File: src/rtl/serial_parallel.sv
// serial_parallel: I2S receiver for the codec ADC path.
// The inputs bclk, adclrc and adcdat are sampled in the clk_12M domain.
// Each frame carries a left word and a right word, sent MSB first with a
// one-BCLK I2S delay. After a complete left+right pair has been received,
// the pair is presented as a parallel stereo sample with a one-cycle strobe.
//
// Optional feature: define SP_FRAME_CHECK_EN to add the frame_err output
// (short-word detection pulse).
//
// Ports:
//   clk_12M    in   system clock, all logic on rising edge
//   rst        in   asynchronous active-high reset
//   bclk       in   codec bit clock (asynchronous)
//   adclrc     in   word select, 0 = left, 1 = right
//   adcdat     in   serial data, changes on bclk falling edge
//   data_left  out  last complete left word
//   data_right out  last complete right word
//   data_valid out  one-cycle pulse when data_left/data_right update
//   frame_err  out  one-cycle pulse on a short word (SP_FRAME_CHECK_EN only)
module serial_parallel #(
    parameter int unsigned DATA_WIDTH = 24
) (
    input  logic                  clk_12M,
    input  logic                  rst,
    input  logic                  bclk,
    input  logic                  adclrc,
    input  logic                  adcdat,
    output logic [DATA_WIDTH-1:0] data_left,
    output logic [DATA_WIDTH-1:0] data_right,
    output logic                  data_valid
`ifdef SP_FRAME_CHECK_EN
    ,
    output logic                  frame_err
`endif
);

    localparam int unsigned CntW = $clog2(DATA_WIDTH);

    typedef enum logic [1:0] {StIdle, StDelay, StShift, StDone} state_e;

    // Synchronizers: bclk gets a third flop for rising-edge detection.
    logic [2:0] bclk_sync_q;
    logic [1:0] lrc_sync_q;
    logic [1:0] dat_sync_q;

    logic rise, lrc, dat, lrc_edge;

    state_e                state_q, state_d;
    logic                  chan_q, chan_d;          // 0 = left, 1 = right
    logic                  lrc_prev_q, lrc_prev_d;
    logic [DATA_WIDTH-2:0] shift_q, shift_d;
    logic [CntW-1:0]       bit_cnt_q, bit_cnt_d;
    logic [DATA_WIDTH-1:0] left_hold_q, left_hold_d;
    logic                  left_vld_q, left_vld_d;
    logic [DATA_WIDTH-1:0] data_left_q, data_left_d;
    logic [DATA_WIDTH-1:0] data_right_q, data_right_d;
    logic                  data_valid_q, data_valid_d;
    logic [DATA_WIDTH-1:0] word;
`ifdef SP_FRAME_CHECK_EN
    logic                  frame_err_q, frame_err_d;
`endif

    assign rise     = bclk_sync_q[1] & ~bclk_sync_q[2];
    assign lrc      = lrc_sync_q[1];
    assign dat      = dat_sync_q[1];
    assign lrc_edge = lrc != lrc_prev_q;
    assign word     = {shift_q, dat};

    always_comb begin
        state_d      = state_q;
        chan_d       = chan_q;
        lrc_prev_d   = lrc_prev_q;
        shift_d      = shift_q;
        bit_cnt_d    = bit_cnt_q;
        left_hold_d  = left_hold_q;
        left_vld_d   = left_vld_q;
        data_left_d  = data_left_q;
        data_right_d = data_right_q;
        data_valid_d = 1'b0;
`ifdef SP_FRAME_CHECK_EN
        frame_err_d  = 1'b0;
`endif
        // The rise that reveals an LRC edge carries the I2S delay bit and is
        // discarded; DELAY lasts one clk_12M cycle and readies SHIFT so the
        // next rise samples the MSB. Phases of >= 2 cycles mean no rise can
        // fall into that cycle.
        if (state_q == StDelay) begin
            state_d   = StShift;
            bit_cnt_d = '0;
        end else if (rise) begin
            lrc_prev_d = lrc;
            unique case (state_q)
                StIdle: begin
                    // Capture only begins on a left word.
                    if (lrc_edge && !lrc) begin
                        state_d = StDelay;
                        chan_d  = 1'b0;
                    end
                end
                StShift: begin
                    if (lrc_edge) begin
                        // Short word: drop the partial word, restart on new channel.
                        state_d = StDelay;
                        chan_d  = lrc;
                        if (!chan_q) begin
                            left_vld_d = 1'b0;
                        end
`ifdef SP_FRAME_CHECK_EN
                        frame_err_d = 1'b1;
`endif
                    end else begin
                        shift_d   = word[DATA_WIDTH-2:0];
                        bit_cnt_d = bit_cnt_q + 1'b1;
                        if (bit_cnt_q == CntW'(DATA_WIDTH - 1)) begin
                            state_d = StDone;
                            if (!chan_q) begin
                                left_hold_d = word;
                                left_vld_d  = 1'b1;
                            end else if (left_vld_q) begin
                                data_left_d  = left_hold_q;
                                data_right_d = word;
                                data_valid_d = 1'b1;
                                left_vld_d   = 1'b0;  // each pair needs a fresh left word
                            end
                        end
                    end
                end
                StDone: begin
                    if (lrc_edge) begin
                        state_d = StDelay;
                        chan_d  = lrc;
                    end
                end
                default: state_d = StIdle;
            endcase
        end
    end

    always_ff @(posedge clk_12M or posedge rst) begin
        if (rst) begin
            bclk_sync_q  <= '0;
            lrc_sync_q   <= '0;
            dat_sync_q   <= '0;
            state_q      <= StIdle;
            chan_q       <= 1'b0;
            lrc_prev_q   <= 1'b0;
            shift_q      <= '0;
            bit_cnt_q    <= '0;
            left_hold_q  <= '0;
            left_vld_q   <= 1'b0;
            data_left_q  <= '0;
            data_right_q <= '0;
            data_valid_q <= 1'b0;
`ifdef SP_FRAME_CHECK_EN
            frame_err_q  <= 1'b0;
`endif
        end else begin
            bclk_sync_q  <= {bclk_sync_q[1:0], bclk};
            lrc_sync_q   <= {lrc_sync_q[0], adclrc};
            dat_sync_q   <= {dat_sync_q[0], adcdat};
            state_q      <= state_d;
            chan_q       <= chan_d;
            lrc_prev_q   <= lrc_prev_d;
            shift_q      <= shift_d;
            bit_cnt_q    <= bit_cnt_d;
            left_hold_q  <= left_hold_d;
            left_vld_q   <= left_vld_d;
            data_left_q  <= data_left_d;
            data_right_q <= data_right_d;
            data_valid_q <= data_valid_d;
`ifdef SP_FRAME_CHECK_EN
            frame_err_q  <= frame_err_d;
`endif
        end
    end

    assign data_left  = data_left_q;
    assign data_right = data_right_q;
    assign data_valid = data_valid_q;
`ifdef SP_FRAME_CHECK_EN
    assign frame_err  = frame_err_q;
`endif

endmodule

File: config.mk
export PLATFORM = sky130hd
export DESIGN_NAME = serial_parallel
export DESIGN_NICKNAME = d
export VERILOG_FILES = /design/src/rtl/serial_parallel.sv
export SDC_FILE = /design/constraint.sdc
export NUM_CORES = 1
export LEC_CHECK = 0
export BUFFER_PORTS_ARGS = -buffer_cell sky130_fd_sc_hd__buf_2
export CAP_MARGIN = 20
export CORE_MARGIN = 1
export CORE_UTILIZATION = 45
export CTS_CLUSTER_DIAMETER = 150
export DETAILED_ROUTE_END_ITERATION = 6
export PLACE_DENSITY = 0.7
export SLEW_MARGIN = 20
export SYNTH_ARGS = -nofsm -noshare
export SYNTH_HDL_FRONTEND = slang
export SYNTH_SLANG_ARGS = --single-unit
File: constraint.sdc
create_clock -name clk_12M -period 9.09 [get_ports clk_12M]
set_clock_uncertainty 0.2 [all_clocks]
set_input_delay 1.818 -clock clk_12M [delete_from_list [all_inputs] [get_ports clk_12M]]
set_output_delay 1.818 -clock clk_12M [all_outputs]
set_load 0.02 [all_outputs]
==> After elaboration in Yosys (flattened, before gate mapping) <==
Index checks and enable logic that the tools add are counted.
{ "op_classes": {"n_bitwise": 5, "addsub": 1, "eq_ne": 12, "mux": 25, "reduce_logical": 16} }
{ "op_table": {"columns": ["cell", "n"], "rows": [
  ["5-bit 2-to-1 mux", 4],
  ["1-bit 2-to-1 mux", 13],
  ["2-bit 2-to-1 mux", 6],
  ["5-bit AND reduction", 2],
  ["4-bit AND reduction", 2],
  ["2-bit nonzero test", 4],
  ["7-bit AND reduction", 1],
  ["3-bit != test, second input constant", 2],
  ["2-bit one-hot mux with 3 select lines", 1],
  ["6-bit AND reduction", 1],
  ["5-bit by 1-bit adder with 5-bit output, second input constant", 1],
  ["5-bit == test, second input constant", 1],
  ["2-bit == test, second input constant", 2],
  ["2-bit by 1-bit != test with 1-bit output, second input constant", 2],
  ["2-bit != test, second input constant", 2],
  ["4-bit != test, second input constant", 1],
  ["1-bit inverter", 4],
  ["3-bit AND reduction", 1],
  ["2-bit by 1-bit == test with 1-bit output, second input constant", 1],
  ["2-bit logical NOT", 1],
  ["1-bit one-hot mux with 2 select lines", 1],
  ["2-bit AND reduction", 1],
  ["2-bit OR reduction", 1],
  ["1-bit AND", 1],
  ["other kinds (3)", 3]
]} }
{ "totals": {"reg_bits": 113, "input_bits": 5} }

==> Longest topological paths before layout <==
Gate-level depths: netlist of the first run.
{ "depth": {"depth_word": 7, "depth_mapped": 9, "ltp_nobuf": 6} }

==> Worst setup path before layout of the first run <==
No wires, ideal clock.
{ "synth_timing": {"path_kind": "register -> register", "start": "register state_q[1]", "end": "register data_right_q[10], in the netlist data_right[10]", "path_stages_with_launch": 10, "setup_time_ns": 0.127, "n_path_buf": 3, "setup_slack_ns": 6.637, "t_arrival_ns": 2.126, "required_time_ns": 8.763, "cell_sequence": "dfrtp_1 > inv_1 > ha_1 > buf_4 > nor3b_4 > nand3_4 > nor3_4 > buf_6 > buf_6 > mux2_1"} }
{ "synth_between": {"elab_chain_cells": 3, "elab_cells_between_ends": 4, "cone_classes": "eq/ne (2); bitwise (1); reduce/logical (1)"} }
{ "synth_rtl": {"columns": ["element", "line", "rtl"], "rows": [
  ["from (decl)", "48", "state_e state_q, state_d;"],
  ["from (signal assigned)", "144", "state_q <= StIdle;"],
  ["from (signal assigned)", "161", "state_q <= state_d;"],
  ["2-bit by 1-bit == test with 1-bit output", "87", "if (state_q == StDelay) begin"],
  ["1-bit inverter (no line)", null, null],
  ["7-bit AND reduction (no line) *", null, null],
  ["to (signal assigned)", "169", "data_right_q <= data_right_d;"],
  ["to (decl)", "56", "logic [DATA_WIDTH-1:0] data_right_q, data_right_d;"]
]} }
Mark *: on every way between the ends. The rest lies on a longest branch, timed or not.
A chain may end at the register's enable or synchronous reset.

==> Final worst setup path of the first run <==
{ "layout_timing": {"start": "register state_q[1]", "end": "register left_hold_q[3]"} }
{ "layout_between": {"elab_chain_cells": 3, "elab_cells_between_ends": 4, "cone_classes": "eq/ne (2); bitwise (1); reduce/logical (1)"} }
{ "layout_rtl": {"columns": ["element", "line", "rtl"], "rows": [
  ["2-bit by 1-bit == test with 1-bit output", "87", null],
  ["1-bit inverter (no line)", null, null],
  ["6-bit AND reduction (no line) *", null, null],
  ["to (signal assigned)", "166", "left_hold_q <= left_hold_d;"],
  ["to (decl)", "53", "logic [DATA_WIDTH-1:0] left_hold_q, left_hold_d;"]
]} }
Marks and branches as above.

==> run metrics, run 1 <==
PortBufs 53; vias per cell 5.04; CP arrival 3430 ps; Die H 102 um; Root Driver clkbuf_8; H-Tree Depth 4; Synth top area share 63.3%; Synth Flop Type dfrtp_1; Adder-Cell Fraction of Synth Area 1.96%; Setup crit end kind flip-flop; CP startpoint state_q[1]; final hold violations 0; TritonCTS sink count 113; Final setup viols 0; CTS tree built; sequential share of power 42.7%; sw power 306 uW; Starting Density 47.4%; CP Launch Type flip-flop; hold_buf cts 0; Antenna diodes 0; CTS Buffer Depth 2; crit path kind reg2reg; Area growth, synth to finish 20.9%; Peak VDD IR 121 uV; Layout Nets 356; Lkg Pwr 0.00285 uW; Setup Buffers After CTS 0; Slew Viols, Final 0; hold slack 146 ps; Synth Area in Compound Gates 2.44%; GR Util All Layers 16.4%; Net Sw Frac 24.0%; Mapped Cells 279; EDFF count, synth 0; Placement Setup Slack 5730 ps; # IOs 54; worst setup slack after layout 5850 ps; DIE AREA 0.0103 mm2; global-route wire length before repair 12600 um; Antenna Nets Post-Route 0; post-synthesis async set-or-reset flop share 100%; largest net degree at the start of global routing 66; cts repair resizes 0; post-synth cell types 32; post-synth design cell area 0.00446 mm2; final period utilization 35.6%; Power Dens Cells 236 mW/mm2; initial antenna violation count 0; die extent in x 102 um; area leader, netlist dfrtp_1; Clk pwr share 48.4%; min Tclk post-route 3240 ps; Rows 35; Worst-Margin Slew 749 ps; Syn Nets 291; DR WL/cell 14.8 um; CTS buffer count 17; vias in the first global route 2558; post-synthesis xor/xnor area fraction 0%; Setup TNS 0 ps; slew margin rel. 50.1%; drt initial violations 78; Ys Warns 0; layout cells sized above 1 50.0%; max-cap viol count 0; via count 2445; cell internal pwr 967 uW; RSZ-0062 raised after global routing false; First-pass DRT Iterations 4; Hold Path Origin lrc_sync_q[0]; Comb power frac 8.9%; Post-Syn Area per Cell 16.0 um2; post-synthesis simple-gate area fraction 4.20%; hpwl dp 4660 um; Skew-Pair Late Insertion Delay 510 ps; final wirelength 7160 um; sequential area share after synthesis 63.3%; synth top area cells dfrtp_1, mux2_2, mux2_4; grt total ovfl 0; Yosys reg bits 113; CP max FO 26; multiplexer area fraction after synthesis 25.5%; maximum clock rate 0.309 GHz; worst flop-to-flop path startpoint state_q[1]; clock-pin transition on the worst setup and hold timing paths 50 ps; gpl congestion 0.802; total power 1270 uW; worst min-delay path category reg2reg; status complete, no violations; drt drc 0; worst path required time 9280 ps; Core Footprint 0.00942 mm2; synth cell count leaders dfrtp_1, mux2_2, mux2_1, mux2_4; count leader, synth dfrtp_1; largest family of logic cells by synthesized area multiplexers
-- worst paths after layout --
| kind | endpoint | slack [ps] | cells after the start |
|---|---|---|---|
| hold reg to reg | lrc_sync_q[1] | 150 | 0 |
| hold / removal | lrc_sync_q[1] | 150 | 0 |
| min in group asynchronous | data_right[18] | 1250 | 2 |
| setup / recovery | left_hold_q[3] | 5850 | 7 |
| max in group asynchronous | shift_q[8] | 6350 | 3 |
| setup reg to reg | left_hold_q[3] | 5850 | 7 |
-- cell type report --
| cell class | instances | area, um2 |
|---|---|---|
| Tap cell | 129 | 161 |
| Fill cell | 733 | 4020 |
| Timing Repair Buffer | 57 | 295 |
| Multi-Input combinational cell | 148 | 1520 |
| Clock inverter | 10 | 111 |
| Inverter | 7 | 28.8 |
| Clock buffer | 21 | 449 |
| Sequential cell | 113 | 2830 |
-- flip-flops by register name (all words and copies together), names as in the netlist --
register and count:
bclk_sync_q 3, bit_cnt_q 5, chan_q 1, dat_sync_q 2, data_left 24, data_right 24, data_valid 1, left_hold_q 24
left_vld_q 1, lrc_prev_q 1, lrc_sync_q 2, shift_q 23, state_q 2
-- stage by stage --
stage | utilization (%) | cells | area, um2
finish | 57.3 | 485 | 5400
global route | 57.3 | 485 | 5400
CTS | 57.3 | 485 | 5400
detailed placement | 51.4 | 454 | 4840
global placement | 51.4 | 454 | 4840
floorplan | - | 279 | 4460
-- placed cells by master (no fill, tap or decap), types with 4 or more instances in the layout --
cell	instances
dfrtp_1	113
mux2_2	77
buf_2	53
clkbuf_16	16
mux2_4	10
mux2_1	10
nand2_1	7
o21ai_0	7
ha_1	7
inv_1	6
nor2_1	4
clkinv_2	4
buf_4	4
-- critical path, cell delays in order (launching register included) --
cell and delay (ps):
dfrtp_1 420, inv_1 110, ha_1 310, nor3b_4 400
nand3_4 400, nor3_4 580, buf_4 340, mux2_2 360
-- power groups by stage --
stage	registers (uW)	clock network [uW]	logic (uW)
after global placement	552	0	111
after global routing	547	656	132
after floorplan	547	0	93.3
final	544	616	113
after detailed placement	552	0	114
after CTS	544	627	115
-- logic make-up (layout without fill, tap and decap cells) --
| group | Yosys count | count (layout) |
|---|---|---|
| fa+ha+maj | 7 | 7 |
| simple gates | 27 | 27 |
| mux | 98 | 98 |
| buf+inv | 18 | 95 |
| compound gates | 16 | 16 |
| flops | 113 | 113 |
-- layer usage --
layer  up-vias  GRT usage (%)  part of all wire [%]
li1       1138              -                     -
met1      1239           22.0                    48
met2        57           24.1                    45
met3        11           5.59                   4.5
met4         0           7.36                   1.6
met5         -              0                     0
Note: power is estimated with default switching activity, not from simulation.
==> inputs of run 2 (changes only) <==
PLACE_DENSITY = 0.73   (was 0.7)
clock period = 2.9 ns   (was 9.09 ns; I/O delays follow)
==> run 2 against run 1 <==
  * Flip-flop and latch count is the same
  * Largest cell class unchanged
  * Non-clock buffer count up 8
  * Sequential power grew to 3.1 times the previous value
  * Via count grew 0.98%
  * Design area is 2.7% higher
  * Sequential share of layout area shrank 1.4 points
  * First-iteration DRC count fell by 13%
  * Total power rose to 3.2 times the previous value
  * Critical endpoint is now data_left[22]
  * Largest power group unchanged
  * Register-to-register slack got worse by 5600 ps
  * Clock power grew to 3.3 times the previous value
  * Worst setup slack got worse by 5600 ps
  * Global-route usage grew 0.43 points
==> run metrics, run 2 (synthesis results as in run 1) <==
status complete, no violations; final period utilization 91.4% (+56 points); largest net degree at the start of global routing 48 (-27%); design area 0.00554 mm2 (+2.7%); PortBufs 53 (unchanged); CP max FO 20 (-23%); Comb power frac 8.9% (about the same); DR WL/cell 15.4 um (+4.3%); sequential share of power 41.4% (-1.3 points); First-pass DRT Iterations 4 (unchanged); via count 2469 (+0.98%); worst setup slack after layout 248 ps (-5610 ps); maximum clock rate 0.377 GHz (+22%); worst r2r path cells 7 (unchanged); max-cap viol count 0 (unchanged); global-route wire length before repair 13000 um (+2.4%); Final setup viols 0 (unchanged); clock-pin transition on the worst setup and hold timing paths 50 ps (about the same); # IOs 54 (unchanged); DR WL met3 360 um (+11%); worst min-delay path category reg2reg; hold path depth 0 (unchanged); max layer used met4; commonest non-fill, non-tap cells in the layout dfrtp_1, mux2_2, buf_2; Root Driver clkbuf_8; Rows 35 (unchanged); Peak VDD IR 504 uV (+320%); GR Util All Layers 16.8% (+0.43 points); sw power 974 uW (+220%); Layout Nets 364 (+2.2%); Area growth, synth to finish 24.2%; hpwl dp 4840 um (+3.9%); CTS Buffer Depth 2 (unchanged); die extent in x 102 um (unchanged); H-Tree Depth 4 (unchanged); Slew Viols, Final 0 (unchanged); cell internal pwr 3160 uW (+230%); drt drc 0 (unchanged); Core Footprint 0.00942 mm2 (unchanged); Setup Buffers After CTS 0 (unchanged); Clk pwr share 49.7% (+1.3 points); gpl congestion 0.818 (+2.1%); worst path required time 3090 ps (-6190 ps); Area after DPL 0.00491 mm2 (+1.4%); Layout Cells excl Fill 494 (+1.9%); Lkg Pwr 0.00291 uW (+1.9%); CTS buffer count 17 (unchanged); Antenna Nets Post-Route 0 (unchanged); DIE AREA 0.0103 mm2 (unchanged); final wirelength 7600 um (+6.2%); Starting Density 47.4% (unchanged); slew margin rel. 56.8% (+6.8 points); CP Launch Type flip-flop; CTS tree built; Antenna diodes 0 (unchanged); initial antenna violation count 0 (unchanged); met2 routed WL 3540 um (+9.0%); Setup crit end kind flip-flop; RSZ-0062 raised after global routing false; crit path kind reg2reg; layout cells sized above 1 49.9% (-0.14 points); placed cell count 458 (+0.88%); Worst-Margin Slew 646 ps (-103 ps); final hold violations 0 (unchanged); Skew-Pair Late Insertion Delay 510 ps (about the same); TritonCTS sink count 113 (unchanged); grt total ovfl 0 (unchanged); Die H 102 um (unchanged); vias in the first global route 2618 (+2.3%); min Tclk post-route 2650 ps (-583 ps); Placement Setup Slack 266 ps (-5460 ps); metal1 wirelength 3580 um (+3.2%); CP arrival 2840 ps (-590 ps); Power Dens Cells 746 mW/mm2 (+220%); drt initial violations 68 (-13%); vias per cell 5.00 (-0.86%); Setup TNS 0 ps (unchanged); most common cell after layout, fill and taps aside dfrtp_1; Net Sw Frac 23.6% (-0.44 points)
run 2: worst max-delay path, stage by stage, from the launching register on:
cell and delay, ps:
dfrtp_1 440, inv_1 110, ha_1 310, nor3b_4 390
nand3_4 150, nor3_4 240, buf_4 320, mux2_2 370
run 2: path summary, 6_finish.rpt:
check                                   to           start  slack [ps]
setup / recovery             data_left[22]      state_q[1]         250
hold / removal              bclk_sync_q[1]  bclk_sync_q[0]         150
setup reg to reg             data_left[22]      state_q[1]         250
hold reg to reg             bclk_sync_q[1]  bclk_sync_q[0]         150
max in group asynchronous     data_left[3]             rst        1370
min in group asynchronous  left_hold_q[17]             rst         500
run 2: cell type report:
class	count	area [um2]
inverter	7	30.0
clock inverter	9	130
multi-input combinational	148	1520
timing repair buffer	65	403
clock buffer	23	467
fill	718	3870
sequential	113	2830
tap	129	161
run 2: metal layers:
layer,global-route usage (%),up-vias
met3,6.56,15
met2,25.6,57
met1,21.4,1246
met5,0,-
li1,-,1151
met4,7.25,0
run 2: repair_timing:
action	4_1_cts	5_1_grt
endpoints found under the setup margin	0	0
hold buffers	4	0
resized for setup	0	0
hold endpoints to repair	29	0
run 2: power by group through the flow:
stage / Combinational, uW / Sequential, uW / Clock [uW]
2_1_floorplan: 293 / 1710 / 0
5_1_grt: 415 / 1720 / 2170
3_5_place_dp: 362 / 1730 / 0
3_3_place_gp: 351 / 1730 / 0
4_1_cts: 373 / 1710 / 2100
6_report: 370 / 1710 / 2050
run 2: stage by stage:
step / utilization, % / hold slack [ps] / total power [uW]
2_1_floorplan: - / 131 / 2010
3_3_place_gp: 52.1 / 131 / 2080
3_5_place_dp: 52.1 / 135 / 2090
4_1_cts: 58.9 / 147 / 4180
5_1_grt: 58.9 / 151 / 4300
6_report: 58.9 / 145 / 4130
